--- config.mk ---
export PLATFORM = sky130hd
export DESIGN_NAME = serial_add_ctrl
export DESIGN_NICKNAME = d
export VERILOG_FILES = /design/src/rtl/serial_add_ctrl_pkg.sv /design/src/rtl/serial_add_ctrl_fa_bit.sv /design/src/rtl/serial_add_ctrl.sv
export SDC_FILE = /design/constraint.sdc
export NUM_CORES = 1
export LEC_CHECK = 0
export CAP_MARGIN = 20
export CORE_UTILIZATION = 50
export DETAILED_ROUTE_END_ITERATION = 7
export PLACE_DENSITY = 0.8
export SYNTH_ARGS = -nofsm -noshare
export SYNTH_HDL_FRONTEND = slang
export SYNTH_SLANG_ARGS = --single-unit
--- constraint.sdc ---
create_clock -name clk -period 2.1 [get_ports clk]
set_input_delay 0.42 -clock clk [delete_from_list [all_inputs] [get_ports clk]]
set_output_delay 0.42 -clock clk [all_outputs]
set_load 0.1 [all_outputs]
--- src/rtl/serial_add_ctrl_pkg.sv ---
// Shared definitions for the bit-serial add/subtract sequencer.
// Latency: n/a (types, constants and a width helper only).
// Backpressure: n/a.
//
// Contents: FSM state encoding and the bit-counter width helper.
package serial_add_ctrl_pkg;

  // 2'd3 is not a legal state; the sequencer recovers to IDLE if it ever appears.
  typedef enum logic [1:0] {
    ST_IDLE = 2'd0,
    ST_RUN  = 2'd1,
    ST_DONE = 2'd2
  } state_t;

  // Counter width wide enough to hold 0..width.
  function automatic int cnt_width(input int width);
    return $clog2(width + 1);
  endfunction

endpackage

--- src/rtl/serial_add_ctrl_fa_bit.sv ---
// Combinational 1-bit full adder, the single arithmetic stage of the sequencer.
// Latency: zero (pure combinational).
// Backpressure: n/a.
//
// Ports: a, b, ci (operand bits and carry-in) -> s (sum bit), co (carry-out).
module fa_bit (
  input  logic a,
  input  logic b,
  input  logic ci,
  output logic s,
  output logic co
);

  assign s  = a ^ b ^ ci;
  assign co = (a & b) | (ci & (a | b));

endmodule

--- src/rtl/serial_add_ctrl.sv ---
// Bit-serial add/subtract: one full adder stepped LSB-first over WIDTH bits.
// Latency: res_valid rises WIDTH clocks after the accept edge; one op in flight.
// Backpressure: req_ready only in IDLE; result held in DONE until res_ready.
//
// Ports:
//   clk, reset            clock, synchronous active-high reset
//   req_valid/req_ready   request handshake carrying a, b, cin, sub
//   res_valid/res_ready   result handshake carrying sum, cout, ovf
//   busy                  high while an operation is running or awaiting pickup
module serial_add_ctrl
  import serial_add_ctrl_pkg::*;
#(
  parameter int WIDTH = 32
) (
  input  logic             clk,
  input  logic             reset,
  input  logic             req_valid,
  output logic             req_ready,
  input  logic [WIDTH-1:0] a,
  input  logic [WIDTH-1:0] b,
  input  logic             cin,
  input  logic             sub,
  output logic             res_valid,
  input  logic             res_ready,
  output logic [WIDTH-1:0] sum,
  output logic             cout,
  output logic             ovf,
  output logic             busy
);

  localparam int CNT_W = cnt_width(WIDTH);
  localparam logic [CNT_W-1:0] CNT_LAST = CNT_W'(WIDTH - 1);

  state_t           state;
  logic [WIDTH-1:0] opa;
  logic [WIDTH-1:0] opb;
  logic             carry;
  logic [CNT_W-1:0] cnt;

  logic             fa_s;
  logic             fa_co;
  logic [WIDTH-1:0] sum_shift;

  fa_bit u_fa (
    .a  (opa[0]),
    .b  (opb[0]),
    .ci (carry),
    .s  (fa_s),
    .co (fa_co)
  );

  // New sum bit enters at the MSB; after WIDTH steps the LSB-first bits line up.
  // Written as shift-then-overwrite so it stays legal for WIDTH=1.
  always_comb begin
    sum_shift            = sum >> 1;
    sum_shift[WIDTH-1]   = fa_s;
  end

  always_ff @(posedge clk) begin
    if (reset) begin
      state     <= ST_IDLE;
      opa       <= '0;
      opb       <= '0;
      carry     <= 1'b0;
      cnt       <= '0;
      sum       <= '0;
      cout      <= 1'b0;
      ovf       <= 1'b0;
      res_valid <= 1'b0;
      busy      <= 1'b0;
      req_ready <= 1'b1;
    end else begin
      case (state)
        ST_IDLE: begin
          if (req_valid) begin
            // Subtraction is a + ~b + 1, so invert b and force the carry-in.
            opa       <= a;
            opb       <= sub ? ~b : b;
            carry     <= sub ? 1'b1 : cin;
            cnt       <= '0;
            sum       <= '0;
            cout      <= 1'b0;
            ovf       <= 1'b0;
            state     <= ST_RUN;
            req_ready <= 1'b0;
            busy      <= 1'b1;
          end
        end

        ST_RUN: begin
          sum   <= sum_shift;
          opa   <= opa >> 1;
          opb   <= opb >> 1;
          carry <= fa_co;
          if (cnt == CNT_LAST) begin
            // On the MSB step, carry holds the carry into the MSB.
            cout      <= fa_co;
            ovf       <= carry ^ fa_co;
            state     <= ST_DONE;
            res_valid <= 1'b1;
          end else begin
            cnt <= cnt + 1'b1;
          end
        end

        ST_DONE: begin
          if (res_ready) begin
            state     <= ST_IDLE;
            res_valid <= 1'b0;
            busy      <= 1'b0;
            req_ready <= 1'b1;
          end
        end

        default: begin
          // Illegal encoding: fall back to a clean IDLE.
          state     <= ST_IDLE;
          res_valid <= 1'b0;
          busy      <= 1'b0;
          req_ready <= 1'b1;
        end
      endcase
    end
  end

endmodule

==> flow_metrics.py <==
metrics = {
    "worst_hold_path": {
        "hold_path.class": "input port to flop",
    },
    "sta": {
        "tightest_slew_ps": 585,
        "finalSetupTns_ps": 0,
        "grt_setup_unrepaired": "false",
        "min_period_ps": 1850,
        "min_period_over_period_pct": 88.0,
        "clock_skew_ps": 7.09,
        "fmax_mhz": 541,
        "relSlewSlack_pct": 60.9,
        "setup-violations-final": 0,
        "finalMaxSlewViolations": 0,
        "hold_violations": 0,
    },
    "placed_design": {
        "gp_congestion": 0.787,
        "hpwl_um": 6700,
        "port_buffers": 106,
        "placed_cell_area_um2": 5710,
    },
    "worst_setup_path": {
        "critPathKind": "flop to flop",
        "cp.required_ps": 2360,
        "critPathCaptureType": "flop",
        "crit_fanout": 21,
        "startpoint_type": "flop",
        "worst_ep_arrival_time_ps": 2100,
    },
    "route": {
        "routedWlPerCell_um": 14.7,
        "drt-initial-drc-count": 187,
        "final_antenna_net_count": 0,
        "drc": 0,
        "via_count": 3802,
        "drt-total-wl_um": 9930,
        "dr.pass1.iters": 5,
        "drt-vias-per-instance": 5.64,
    },
    "logic_synthesis": {
        "post_synth_num_cell_types": 41,
        "synth_cells": 476,
        "avgSynthCellArea_um2": 9.87,
        "ys_warn_count": 0,
        "syn_area_um2": 4700,
        "yosysSeqAreaShare_pct": 46.9,
        "synth-seq-cells": 110,
        "synth_nets": 548,
    },
    "clocking": {
        "cts_htree_levels": 3,
        "clk_pin_slew_worst_paths_ps": 110,
        "clockRootBuffer": "clkbuf_8",
        "cts_resized": 0,
        "cts_hold_repair.buffers": 0,
        "clkLatencyLatePin_ps": 360,
        "cts_sinks": 110,
        "cts_tree": "built",
        "ctsLongestPathBuffers": 2,
        "post-cts-setup-buffers": 0,
        "cts_made_buffers": 9,
    },
    "cells_and_area": {
        "num_antenna_cells": 0,
        "final_nets": 630,
        "fin_util_pct": 64.4,
        "drive_above_1_share_pct": 13.3,
        "area_growth_pct": 25.5,
        "stdcell_area_um2": 5890,
        "fillers": 763,
    },
    "global_route": {
        "track_usage_pct": 21.2,
        "grt_pass1_vias": 3499,
        "grt_overflow": 0,
        "grt_max_degree": 65,
        "grt_antenna_before_repair": 0,
        "grt_pass1_wl_um": 16800,
    },
    "die": {
        "fp-row-count": 35,
        "die_y_um": 98.9,
        "initial_utilization_pct": 51.3,
        "io_pins": 107,
        "coreArea_um2": 9150,
        "dieArea_um2": 9790,
        "die_x_um": 98.9,
    },
    "power_and_ir_drop": {
        "power.density_nw_per_um2": 692,
        "peakVddDrop_mv": 0.456,
        "total_power_mw": 4.08,
        "p_leak_nw": 2.25,
    },
    "status": {
        "outcome": "finished clean",
    },
    "job": {
        "max_cap_viol_count": 0,
    },
}
-- cell usage in the layout, fill, tap and decap left out, types with 2 or more instances in the layout --
cell type        netlist  final
or2_2                  2      2
clkbuf_8               0      9
a32o_1                 2      2
o2bb2ai_1             31     31
a211oi_1              33     33
nor2_1                68     67
a21oi_1                9      9
mux2i_1               32     32
buf_4                  2     42
a22oi_1               65     65
o21ai_0                4      4
inv_6                  0      2
clkdlybuf4s50_1        0     67
buf_12                 0      6
nor3b_1                2      2
inv_1                  2      2
nor3_1                 4      4
dfxtp_1              110    110
clkinv_4               0      3
buf_2                 22      2
nand2b_1               2      2
xor2_1                33     33
nand2_1                6      6
nand3_1                7      7
-- critical path, stage by stage, from the launching register on --
cell and delay (ps):
dfxtp_1 710, nor2b_4 290, buf_4 340, mux2i_1 120, a211oi_1 290
-- synthesized netlist by cell type --
cell,n,area [um2]
nor2_1,68,255
buf_4,2,15.0
nand3b_1,1,7.51
a21oi_1,9,45.0
o21ba_2,1,10.0
or3b_2,1,8.76
o2bb2ai_1,31,272
and3_1,1,6.26
or4_1,1,7.51
nand2_1,6,22.5
dfxtp_1,110,2200
o211ai_1,1,7.51
buf_6,3,33.8
inv_1,2,7.51
mux2i_1,32,320
nor2b_1,1,6.26
a311oi_1,1,8.76
nor3b_1,2,15.0
buf_2,22,110
nand3_1,7,35.0
buf_1,1,3.75
o2111ai_1,1,8.76
and2_1,1,6.26
o21ai_0,4,20.0
buf_8,2,30.0
xor2_1,33,289
or2_2,2,12.5
and3b_1,1,8.76
a211oi_1,33,248
o311ai_0,1,8.76
mux2_2,1,11.3
ha_1,1,12.5
nor2b_2,1,8.76
o22ai_1,1,6.26
clkbuf_1,16,60.1
a32o_1,2,20.0
a22oi_1,65,488
nor3_1,4,20.0
o21bai_1,1,7.51
nand2b_1,2,12.5
fa_1,1,20.0
-- metrics by stage --
step	hold slack, ps	instances	setup WS (ps)
after floorplan	433	476	556
after global placement	446	658	253
after detailed placement	448	658	179
after CTS	413	674	268
after global routing	418	674	116
final	424	674	251
-- logic make-up after synthesis --
group                    Yosys count  share of synthesized area [%]
AO/OA/AOI/OAI                    151                           24.5
XOR/XNOR                          33                           6.15
adder cells (fa/ha/maj)            2                          0.692
buffers and inverters             48                           5.54
flip-flops                       110                           46.9
multiplexers                      33                           7.06
AND/OR/NAND/NOR                   99                           9.21
-- worst paths after layout --
kind	startpoint	slack, ps	cells after the start	endpoint
worst max-delay path	state[0]$_SDFFE_PP0P_	250	4	opa[11]$_SDFFE_PP0P_
worst min-delay path	reset	420	2	sum[0]$_SDFFE_PP0P_
worst max register to register	state[0]$_SDFFE_PP0P_	250	4	opa[11]$_SDFFE_PP0P_
worst min register to register	opb[15]$_SDFFE_PP0P_	480	1	opb[15]$_SDFFE_PP0P_
-- layout make-up --
cell class | instances | area (um2) | area share [%]
clock buffer | 9 | 124 | 2.10
tap | 111 | 139 | 2.36
multi-input combinational | 318 | 2250 | 38.2
clock inverter | 7 | 56.3 | 0.955
timing repair buffer | 117 | 1120 | 18.9
inverter | 2 | 7.51 | 0.127
sequential | 110 | 2200 | 37.4
-- layer usage --
metal | part of all wire, % | track usage [%]
met5 | 0 | 0
met4 | 0.72 | 5.40
met3 | 4.0 | 5.67
met2 | 49 | 34.2
met1 | 47 | 28.0
-- sequential cells by signal, summed over array words and instances, names as in the netlist --
signal     cells
res_valid      1
cnt            6
req_ready      1
cout           1
carry          1
sum           32
busy           1
opa           32
state          2
ovf            1
opb           32
-- power by group --
group / internal, mW / switching (mW)
clock: 0.445 / 0.720
combinational: 0.314 / 0.333
sequential: 2.20 / 0.0702
Power figures use the tool's default switching activity.
